--- src/rtl/q4_lsu_if.sv ---
// Data-memory request/response channel between the load/store unit and memory.
// The master side issues requests; the slave side accepts them and returns responses.
interface q4_lsu_if;
    logic        dmem_req_valid_op;
    logic        dmem_req_ready_ip;
    logic        dmem_req_we_op;
    logic [31:0] dmem_req_addr_op;
    logic [3:0]  dmem_req_wstrb_op;
    logic [31:0] dmem_req_wdata_op;
    logic        dmem_rsp_valid_ip;
    logic [31:0] dmem_rsp_rdata_ip;

    modport master (
        output dmem_req_valid_op,
        output dmem_req_we_op,
        output dmem_req_addr_op,
        output dmem_req_wstrb_op,
        output dmem_req_wdata_op,
        input  dmem_req_ready_ip,
        input  dmem_rsp_valid_ip,
        input  dmem_rsp_rdata_ip
    );

    modport slave (
        input  dmem_req_valid_op,
        input  dmem_req_we_op,
        input  dmem_req_addr_op,
        input  dmem_req_wstrb_op,
        input  dmem_req_wdata_op,
        output dmem_req_ready_ip,
        output dmem_rsp_valid_ip,
        output dmem_rsp_rdata_ip
    );
endinterface

--- src/rtl/q4_lsu.sv ---
// Memory-stage load/store unit: issues one aligned data-memory access per instruction,
// formats load results and stalls the pipeline until the access completes.
module q4_lsu #(
    parameter int CTRL_WIDTH      = 16,
    parameter int CTRL_MEM_RD_BIT = 0,
    parameter int CTRL_MEM_WR_BIT = 1
) (
    input  logic                  clk,
    input  logic                  rst,
    input  logic [31:0]           alu_out_ip,
    input  logic [31:0]           reg_rd_data2_ip,
    input  logic [CTRL_WIDTH-1:0] ctrl_q4_ip,
    input  logic [31:0]           instr_ip,
    output logic                  stall_op,
    output logic [31:0]           load_data_op,
    output logic                  load_valid_op,
    output logic                  fault_op,
    q4_lsu_if.master              dmem
);

    typedef enum logic [1:0] {IDLE, REQ, WAIT, DONE} state_t;

    state_t      state;
    logic        mem_op;
    logic        is_store;
    logic        access_ok;
    logic [2:0]  funct3;
    logic [1:0]  offset;
    logic [3:0]  store_wstrb;
    logic [31:0] store_wdata;
    logic        cap_load;
    logic [2:0]  cap_funct3;
    logic [1:0]  cap_offset;
    logic [31:0] rsp_shifted;
    logic [31:0] load_fmt;
    logic        unused_ok;

    assign unused_ok = ^{instr_ip[31:15], instr_ip[11:0], ctrl_q4_ip};

    // A store wins when both control bits are set; unsigned forms are load-only.
    always_comb begin
        mem_op      = ctrl_q4_ip[CTRL_MEM_RD_BIT] | ctrl_q4_ip[CTRL_MEM_WR_BIT];
        is_store    = ctrl_q4_ip[CTRL_MEM_WR_BIT];
        funct3      = instr_ip[14:12];
        offset      = alu_out_ip[1:0];
        access_ok   = 1'b0;
        store_wstrb = 4'b0000;
        store_wdata = reg_rd_data2_ip;
        case (funct3)
            3'b000: begin
                access_ok   = 1'b1;
                store_wstrb = 4'b0001 << offset;
                store_wdata = {4{reg_rd_data2_ip[7:0]}};
            end
            3'b001: begin
                access_ok   = ~offset[0];
                store_wstrb = 4'b0011 << offset;
                store_wdata = {2{reg_rd_data2_ip[15:0]}};
            end
            3'b010: begin
                access_ok   = (offset == 2'b00);
                store_wstrb = 4'b1111;
            end
            3'b100:  access_ok = ~is_store;
            3'b101:  access_ok = ~is_store & ~offset[0];
            default: access_ok = 1'b0;
        endcase
    end

    always_comb begin
        rsp_shifted = dmem.dmem_rsp_rdata_ip >> {cap_offset, 3'b000};
        case (cap_funct3)
            3'b000:  load_fmt = {{24{rsp_shifted[7]}}, rsp_shifted[7:0]};
            3'b001:  load_fmt = {{16{rsp_shifted[15]}}, rsp_shifted[15:0]};
            3'b100:  load_fmt = {24'h000000, rsp_shifted[7:0]};
            3'b101:  load_fmt = {16'h0000, rsp_shifted[15:0]};
            default: load_fmt = rsp_shifted;
        endcase
    end

    // Dropping stall in DONE lets the pipeline advance exactly once per access.
    assign stall_op = mem_op & (state != DONE);

    always_ff @(posedge clk) begin
        if (rst) begin
            state                  <= IDLE;
            load_data_op           <= 32'h0;
            load_valid_op          <= 1'b0;
            fault_op               <= 1'b0;
            cap_load               <= 1'b0;
            cap_funct3             <= 3'b000;
            cap_offset             <= 2'b00;
            dmem.dmem_req_valid_op <= 1'b0;
            dmem.dmem_req_we_op    <= 1'b0;
            dmem.dmem_req_addr_op  <= 32'h0;
            dmem.dmem_req_wstrb_op <= 4'b0000;
            dmem.dmem_req_wdata_op <= 32'h0;
        end else begin
            load_valid_op <= 1'b0;
            fault_op      <= 1'b0;
            case (state)
                IDLE: begin
                    if (mem_op && access_ok) begin
                        cap_load               <= ~is_store;
                        cap_funct3             <= funct3;
                        cap_offset             <= offset;
                        dmem.dmem_req_valid_op <= 1'b1;
                        dmem.dmem_req_we_op    <= is_store;
                        dmem.dmem_req_addr_op  <= {alu_out_ip[31:2], 2'b00};
                        dmem.dmem_req_wstrb_op <= is_store ? store_wstrb : 4'b0000;
                        dmem.dmem_req_wdata_op <= store_wdata;
                        state                  <= REQ;
                    end else if (mem_op) begin
                        fault_op <= 1'b1;
                        state    <= DONE;
                    end
                end
                REQ: begin
                    if (dmem.dmem_req_ready_ip) begin
                        dmem.dmem_req_valid_op <= 1'b0;
                        state                  <= WAIT;
                    end
                end
                WAIT: begin
                    if (dmem.dmem_rsp_valid_ip) begin
                        if (cap_load) begin
                            load_data_op  <= load_fmt;
                            load_valid_op <= 1'b1;
                        end
                        state <= DONE;
                    end
                end
                DONE:    state <= IDLE;
                default: state <= IDLE;
            endcase
        end
    end

endmodule

--- src/flat_wrapper.sv ---
// flat-port wrapper written by rule: the top's interface ports become plain ports
module q4_lsu_flat 
#(
    parameter int CTRL_WIDTH      = 16,
    parameter int CTRL_MEM_RD_BIT = 0,
    parameter int CTRL_MEM_WR_BIT = 1
)
  (clk, rst, alu_out_ip, reg_rd_data2_ip, ctrl_q4_ip, instr_ip, stall_op, load_data_op, load_valid_op, fault_op, dmem_dmem_req_valid_op, dmem_dmem_req_we_op, dmem_dmem_req_addr_op, dmem_dmem_req_wstrb_op, dmem_dmem_req_wdata_op, dmem_dmem_req_ready_ip, dmem_dmem_rsp_valid_ip, dmem_dmem_rsp_rdata_ip);
  q4_lsu_if dmem_i ();
  input  logic clk;
  input  logic rst;
  input  logic [31:0] alu_out_ip;
  input  logic [31:0] reg_rd_data2_ip;
  input  logic [CTRL_WIDTH-1:0] ctrl_q4_ip;
  input  logic [31:0] instr_ip;
  output logic stall_op;
  output logic [31:0] load_data_op;
  output logic load_valid_op;
  output logic fault_op;
  output wire logic [$bits(dmem_i.dmem_req_valid_op)-1:0] dmem_dmem_req_valid_op;
  output wire logic [$bits(dmem_i.dmem_req_we_op)-1:0] dmem_dmem_req_we_op;
  output wire logic [$bits(dmem_i.dmem_req_addr_op)-1:0] dmem_dmem_req_addr_op;
  output wire logic [$bits(dmem_i.dmem_req_wstrb_op)-1:0] dmem_dmem_req_wstrb_op;
  output wire logic [$bits(dmem_i.dmem_req_wdata_op)-1:0] dmem_dmem_req_wdata_op;
  input wire logic [$bits(dmem_i.dmem_req_ready_ip)-1:0] dmem_dmem_req_ready_ip;
  input wire logic [$bits(dmem_i.dmem_rsp_valid_ip)-1:0] dmem_dmem_rsp_valid_ip;
  input wire logic [$bits(dmem_i.dmem_rsp_rdata_ip)-1:0] dmem_dmem_rsp_rdata_ip;
  assign dmem_dmem_req_valid_op = dmem_i.dmem_req_valid_op;
  assign dmem_dmem_req_we_op = dmem_i.dmem_req_we_op;
  assign dmem_dmem_req_addr_op = dmem_i.dmem_req_addr_op;
  assign dmem_dmem_req_wstrb_op = dmem_i.dmem_req_wstrb_op;
  assign dmem_dmem_req_wdata_op = dmem_i.dmem_req_wdata_op;
  assign dmem_i.dmem_req_ready_ip = dmem_dmem_req_ready_ip;
  assign dmem_i.dmem_rsp_valid_ip = dmem_dmem_rsp_valid_ip;
  assign dmem_i.dmem_rsp_rdata_ip = dmem_dmem_rsp_rdata_ip;
  q4_lsu #(.CTRL_WIDTH(CTRL_WIDTH), .CTRL_MEM_RD_BIT(CTRL_MEM_RD_BIT), .CTRL_MEM_WR_BIT(CTRL_MEM_WR_BIT)) u_core (.clk(clk), .rst(rst), .alu_out_ip(alu_out_ip), .reg_rd_data2_ip(reg_rd_data2_ip), .ctrl_q4_ip(ctrl_q4_ip), .instr_ip(instr_ip), .stall_op(stall_op), .load_data_op(load_data_op), .load_valid_op(load_valid_op), .fault_op(fault_op), .dmem(dmem_i));
endmodule
--- config.mk ---
export PLATFORM = sky130hd
export DESIGN_NAME = q4_lsu_flat
export DESIGN_NICKNAME = d
export VERILOG_FILES = /design/src/rtl/q4_lsu_if.sv /design/src/rtl/q4_lsu.sv /design/src/flat_wrapper.sv
export SDC_FILE = /design/constraint.sdc
export NUM_CORES = 1
export LEC_CHECK = 0
export CORE_MARGIN = 1
export CORE_UTILIZATION = 42
export DETAILED_ROUTE_END_ITERATION = 8
export PLACE_DENSITY = 0.86
export SLEW_MARGIN = 20
export SYNTH_ARGS = -nofsm -noshare
export SYNTH_HDL_FRONTEND = slang
export SYNTH_SLANG_ARGS = --single-unit
--- constraint.sdc ---
create_clock -name clk -period 2.1 [get_ports clk]
set_clock_uncertainty 0.1 [all_clocks]
set_input_delay 0.42 -clock clk [delete_from_list [all_inputs] [get_ports clk]]
set_output_delay 0.42 -clock clk [all_outputs]
set_load 0.02 [all_outputs]
Yosys cells after proc, flatten, opt, wreduce, memory -nomap -nowiden

Index checks and enable logic that the tools add are counted.

Bits of input ports: 148
Logic and storage cells: 65
Register bits after elaboration: 110

Bitwise gates (word level): 8
Reduce and logical (&&, ||, !) cells: 12
Equality and inequality tests: 15
Mux-type cells: 15
Shifts and indexed selects: 3

Operator list:

| kind                  | count |
|---|---|
| $pmux W32 S4          | 1 |
| $pmux W32 S2          | 1 |
| $shr A32 B5 Y32       | 1 |
| $eq A3 B3 Y1 const B  | 4 |
| $pmux W4 S3           | 1 |
| $reduce_and A3 Y1     | 3 |
| $mux W2               | 4 |
| $pmux W2 S4           | 1 |
| $eq A3 B1 Y1 const B  | 2 |
| $logic_not A3 Y1      | 2 |
| $ne A2 B2 Y1 const B  | 3 |
| $reduce_or A3 Y1      | 2 |
| $not A1 Y1            | 5 |
| $pmux W1 S5           | 1 |
| $eq A2 B2 Y1 const B  | 2 |
| $logic_not A2 Y1      | 2 |
| $mux W1               | 4 |
| $mux W4               | 1 |
| $shl A1 B2 Y4 const A | 1 |
| $shl A2 B2 Y4 const A | 1 |
| $eq A3 B2 Y1 const B  | 1 |
| $ne A3 B1 Y1 const B  | 1 |
| $and A1 B1 Y1         | 2 |
| $eq A2 B1 Y1 const B  | 1 |
| other kinds (6)       | 6 |

Longest topological paths before layout

Depth in word-level cells: 6
Gate-level depth with buffers: 7
Mapped depth without buffers: 6

Least setup slack after synthesis

OpenSTA, ideal clock, no wires.

Path kind: input -> register
From: in instr_ip[12]
To: reg u_core.cap_funct3[2]
Arrival time: 1.619 ns
Cell stages on the path: 6
Path slack: 0.265 ns
Path through: buf_4 -> a21o_1 -> a21boi_2 -> buf_6 -> o311a_1 -> a31o_2

Longest elaborated chain between the ends: 4
Elaborated cells between the ends (all ways): 8
Those cells by class: eq/ne (4); mux (1); reduce/logical (3)

Ends and longest elaborated chain:

| element                                    | line               | text |
|---|---|---|
| start, declared                            | flat_wrapper.sv:15 | `input logic [31:0] instr_ip;` |
| $eq A3 B3 Y1, or another cell as far along | q4_lsu.sv:49       | `case (funct3)` |
| $pmux W1 S5 *                              | q4_lsu.sv:49       |  |
| $logic_and A1 B1 Y1 *                      | q4_lsu.sv:103      | `if (mem_op && access_ok) begin` |
| $reduce_and A2 Y1 (no source line) *       | n/a                |  |
| end signal, assigned                       | q4_lsu.sv:105      | `cap_funct3 <= funct3;` |
| end, declared                              | q4_lsu.sv:32       | `logic [2:0] cap_funct3;` |

Mark *: on every way between the ends. The rest lies on a longest branch, timed or not.
A chain may end at the register's enable or synchronous reset.

Worst setup path after layout

From: in ctrl_q4_ip[1]
To: out stall_op

Longest elaborated chain between the ends: 2

Ends and longest elaborated chain:

| element         | line               | text |
|---|---|---|
| start, declared | flat_wrapper.sv:14 | `input logic [CTRL_WIDTH-1:0] ctrl_q4_ip;` |
| $or A1 B1 Y1    | q4_lsu.sv:42       | `mem_op = ctrl_q4_ip[CTRL_MEM_RD_BIT] \| ctrl_q4_ip[CTRL_MEM_WR_BIT];` |
| $and A1 B1 Y1   | q4_lsu.sv:82       | `assign stall_op = mem_op & (state != DONE);` |
| end, declared   | flat_wrapper.sv:16 | `output logic stall_op;` |

No other way between the ends.

==> out/metrics.yaml <==
outcome: "finished clean"
grt_usage: 0.278
clockBufferDepth: 2
rsz0062_at_grt: "false"
synth_top_family_by_area: "compound AO/OA/AOI/OAI gates"
post-route-min-period_ns: 2.02
grt_pass1_vias: 5724
routed_wl_mm: 18.9
crit_path_top_delay_cell: "clkdlybuf4s50_1"
final_area_mm2: 0.00846
synthSimpleGateAreaFrac: 0.121
synth_top_area_frac: 0.403
p_per_area_mw_per_mm2: 800
critPathBufInv: 2
async_flop_share: 0
worst_pin_slew_ns: 0.557
cp-end-kind: "output port"
slew_viol_final: 0
synth_flop_cell: "dfxtp_1"
postPlaceCellArea_mm2: 0.00810
crit_family: "buffers and inverters"
num_rows: 41
syn2layout_area_growth_pct: 54.6
wl_per_cell_um: 18.6
die_width_um: 116
final_core_util: 0.667
gr-total-overflow: 0
yosys.area_share.adder: 0.0114
cts_tree: "built"
first_iter_violations: 528
max_stage_delay_ns: 0.49
syn_inst: 630
vias_per_cell: 5.87
hold_path.class: "reg -> reg"
yosysSeqAreaShare: 0.403
netlist_area_mm2: 0.00547
insertion_delay_ns: 0.36
postRouteAntennaNets: 0
cts-root-buf: "clkbuf_16"
ys_ff_latch: 110
hold_viol_final: 0
dp_cells: 996
finalWeightedCongestion: 0.850
antenna_cells: 0
fin_cells: 1015
multi_input_area_mm2: 0.00293
ios: 253
fmax_mhz: 495
cts_inserted_buffers: 9
power_leakage_uw: 0.00302
finalSetupViolCount: 0
synthTopCellsByArea: "dfxtp_1 (40%), a21oi_1 (8.8%), mux2i_1 (7.0%), o31ai_1 (5.9%), nand4_1 (4.9%)"
cp.arrival_ns: 1.50
yosys_warnings: 0
yosys.cell_types.count: 47
fillers: 1030
vias: 5956
crit_fanout: 2
crit_type: "in -> out"
drive_gt1_frac: 0.127
cts_sinks: 110
post-synth-top-area-cell: "dfxtp_1"
fp.dieArea_mm2: 0.0135
cts_max_level: 3
synthTopCellsByCount: "dfxtp_1 (110), a21oi_1 (96), nand2_1 (47), o21ai_0 (44)"
core-area_mm2: 0.0127
path_clk_slew_ns: 0.07
fp.dieH_um: 116
dp_hpwl_mm: 13.3
port_buffers: 207
synth_xor_xnor_area_share: 0.00160
synth_compound_area_frac: 0.305
drv_cap: 0
crit_top_cell: "nor2_1"
max_slew_margin: 0.629
regArea_mm2: 0.00220
path_cells: "clkdlybuf4s50_1 > nor2_1 > nor2_1 > dlygate4sd2_1"
synth_mux_area_frac: 0.0901
crit_required_ns: 1.58
antenna_found_initial: 0
initial_core_util: 0.432
yosysMostFrequentCell: "dfxtp_1"
grt_pass1_wl_mm: 29.0
syn_area_per_cell_um2: 8.68
grt_max_degree: 53
final.period_utilization: 0.962
p_total_uw: 6770
first_pass_iters: 5
synth_edf_count: 0
drc: 0
crit_path_start_kind: "input pin"
peakVddDrop_mv: 0.480
num-nets-final: 991
per-layer routing:
layer  track usage  vias to the layer above  routed length, um
met2         0.484                      295               9250
met3        0.0835                       41               1870
met4         0.129                        0                511
met1         0.313                     2838               7250
met5             0                        -                  0
li1              -                     2782                  -
cell families (layout without fill, tap and decap cells):
group,after synthesis,in the layout
muxes,47,47
adders and majority gates,5,5
buffers and inverters,81,293
and+or+nand+nor,125,125
xor gates and xnor gates,1,1
other,1,2
DFF,110,110
AOI/OAI and AO/OA,260,260
worst min-delay path, stage by stage (launching register included):
cell and delay [ns]:
dfxtp_1 0.31, nand2_1 0.05, a21oi_1 0.05
power by group:
| part | internal, uW | switching [uW] |
|---|---|---|
| Sequential | 2290 | 126 |
| Clock | 942 | 843 |
| Combinational | 1110 | 1460 |
| Total | 4340 | 2430 |
final timing paths:
kind	slack, ns	start	to	depth (start not counted)
setup / recovery	0.08	ctrl_q4_ip[1]	stall_op	4
setup reg to reg	0.26	u_core.state[0]	u_core.dmem.dmem_req_valid_op	5
hold reg to reg	0.36	u_core.load_data_op[7]	u_core.load_data_op[7]	2
hold / removal	0.36	u_core.load_data_op[7]	u_core.load_data_op[7]	2
flip-flops by register name (all words and copies together), names as in the netlist:
signal                         count
u_core.dmem.dmem_req_addr_op      30
u_core.cap_load                    1
u_core.fault_op                    1
u_core.cap_funct3                  3
u_core.dmem.dmem_req_wstrb_op      4
u_core.load_data_op               32
u_core.state                       2
u_core.load_valid_op               1
u_core.dmem.dmem_req_we_op         1
u_core.dmem.dmem_req_valid_op      1
u_core.dmem.dmem_req_wdata_op     32
u_core.cap_offset                  2
layout make-up:
type                    instances  area share
clock buffers                   9      0.0266
clock inverters                 7     0.00991
inverters                       6     0.00266
multi-input cells             440       0.347
flip-flops and latches        110       0.260
well taps                     172      0.0254
repair buffers                271       0.328
layout by cell type, fill, tap and decap left out, drive strengths merged, types with 2 or more instances in the layout:
cell type and count:
a211oi 10, a21o 2, a21oi 96, a221o 2, a2bb2oi 8, a311oi 9
a31o 2, a31oi 17, buf 64, clkbuf 10, clkdlybuf4s50 205, clkinv 4
conb 2, dfxtp 110, ha 5, inv 7, mux2 8, mux2i 38
nand2 47, nand4 43, nor2 10, nor2b 14, nor3 4, o211a 2
o211ai 10, o21ai 45, o2bb2ai 8, o31ai 43, or2 3
timing repair:
| action | 4_1_cts | 5_1_grt |
|---|---|---|
| hold buffers | 0 | 0 |
| setup endpoints to repair | 1 | 7 |
| pin swaps | 0 | 2 |
| resized for setup | 1 | 0 |
| setup buffers | 0 | 2 |
| cloned | 0 | 1 |
per-stage QoR:
step                setup WS, ns  setup TNS, ns  hold slack [ns]
detailed placement        -0.284         -15.30            0.348
CTS                       0.0768              0            0.358
global route             0.00675              0            0.386
finish                    0.0805              0            0.355
floorplan                  0.265              0            0.378
global placement          -0.282         -14.70            0.343
Note: power is estimated with default switching activity, not from simulation.
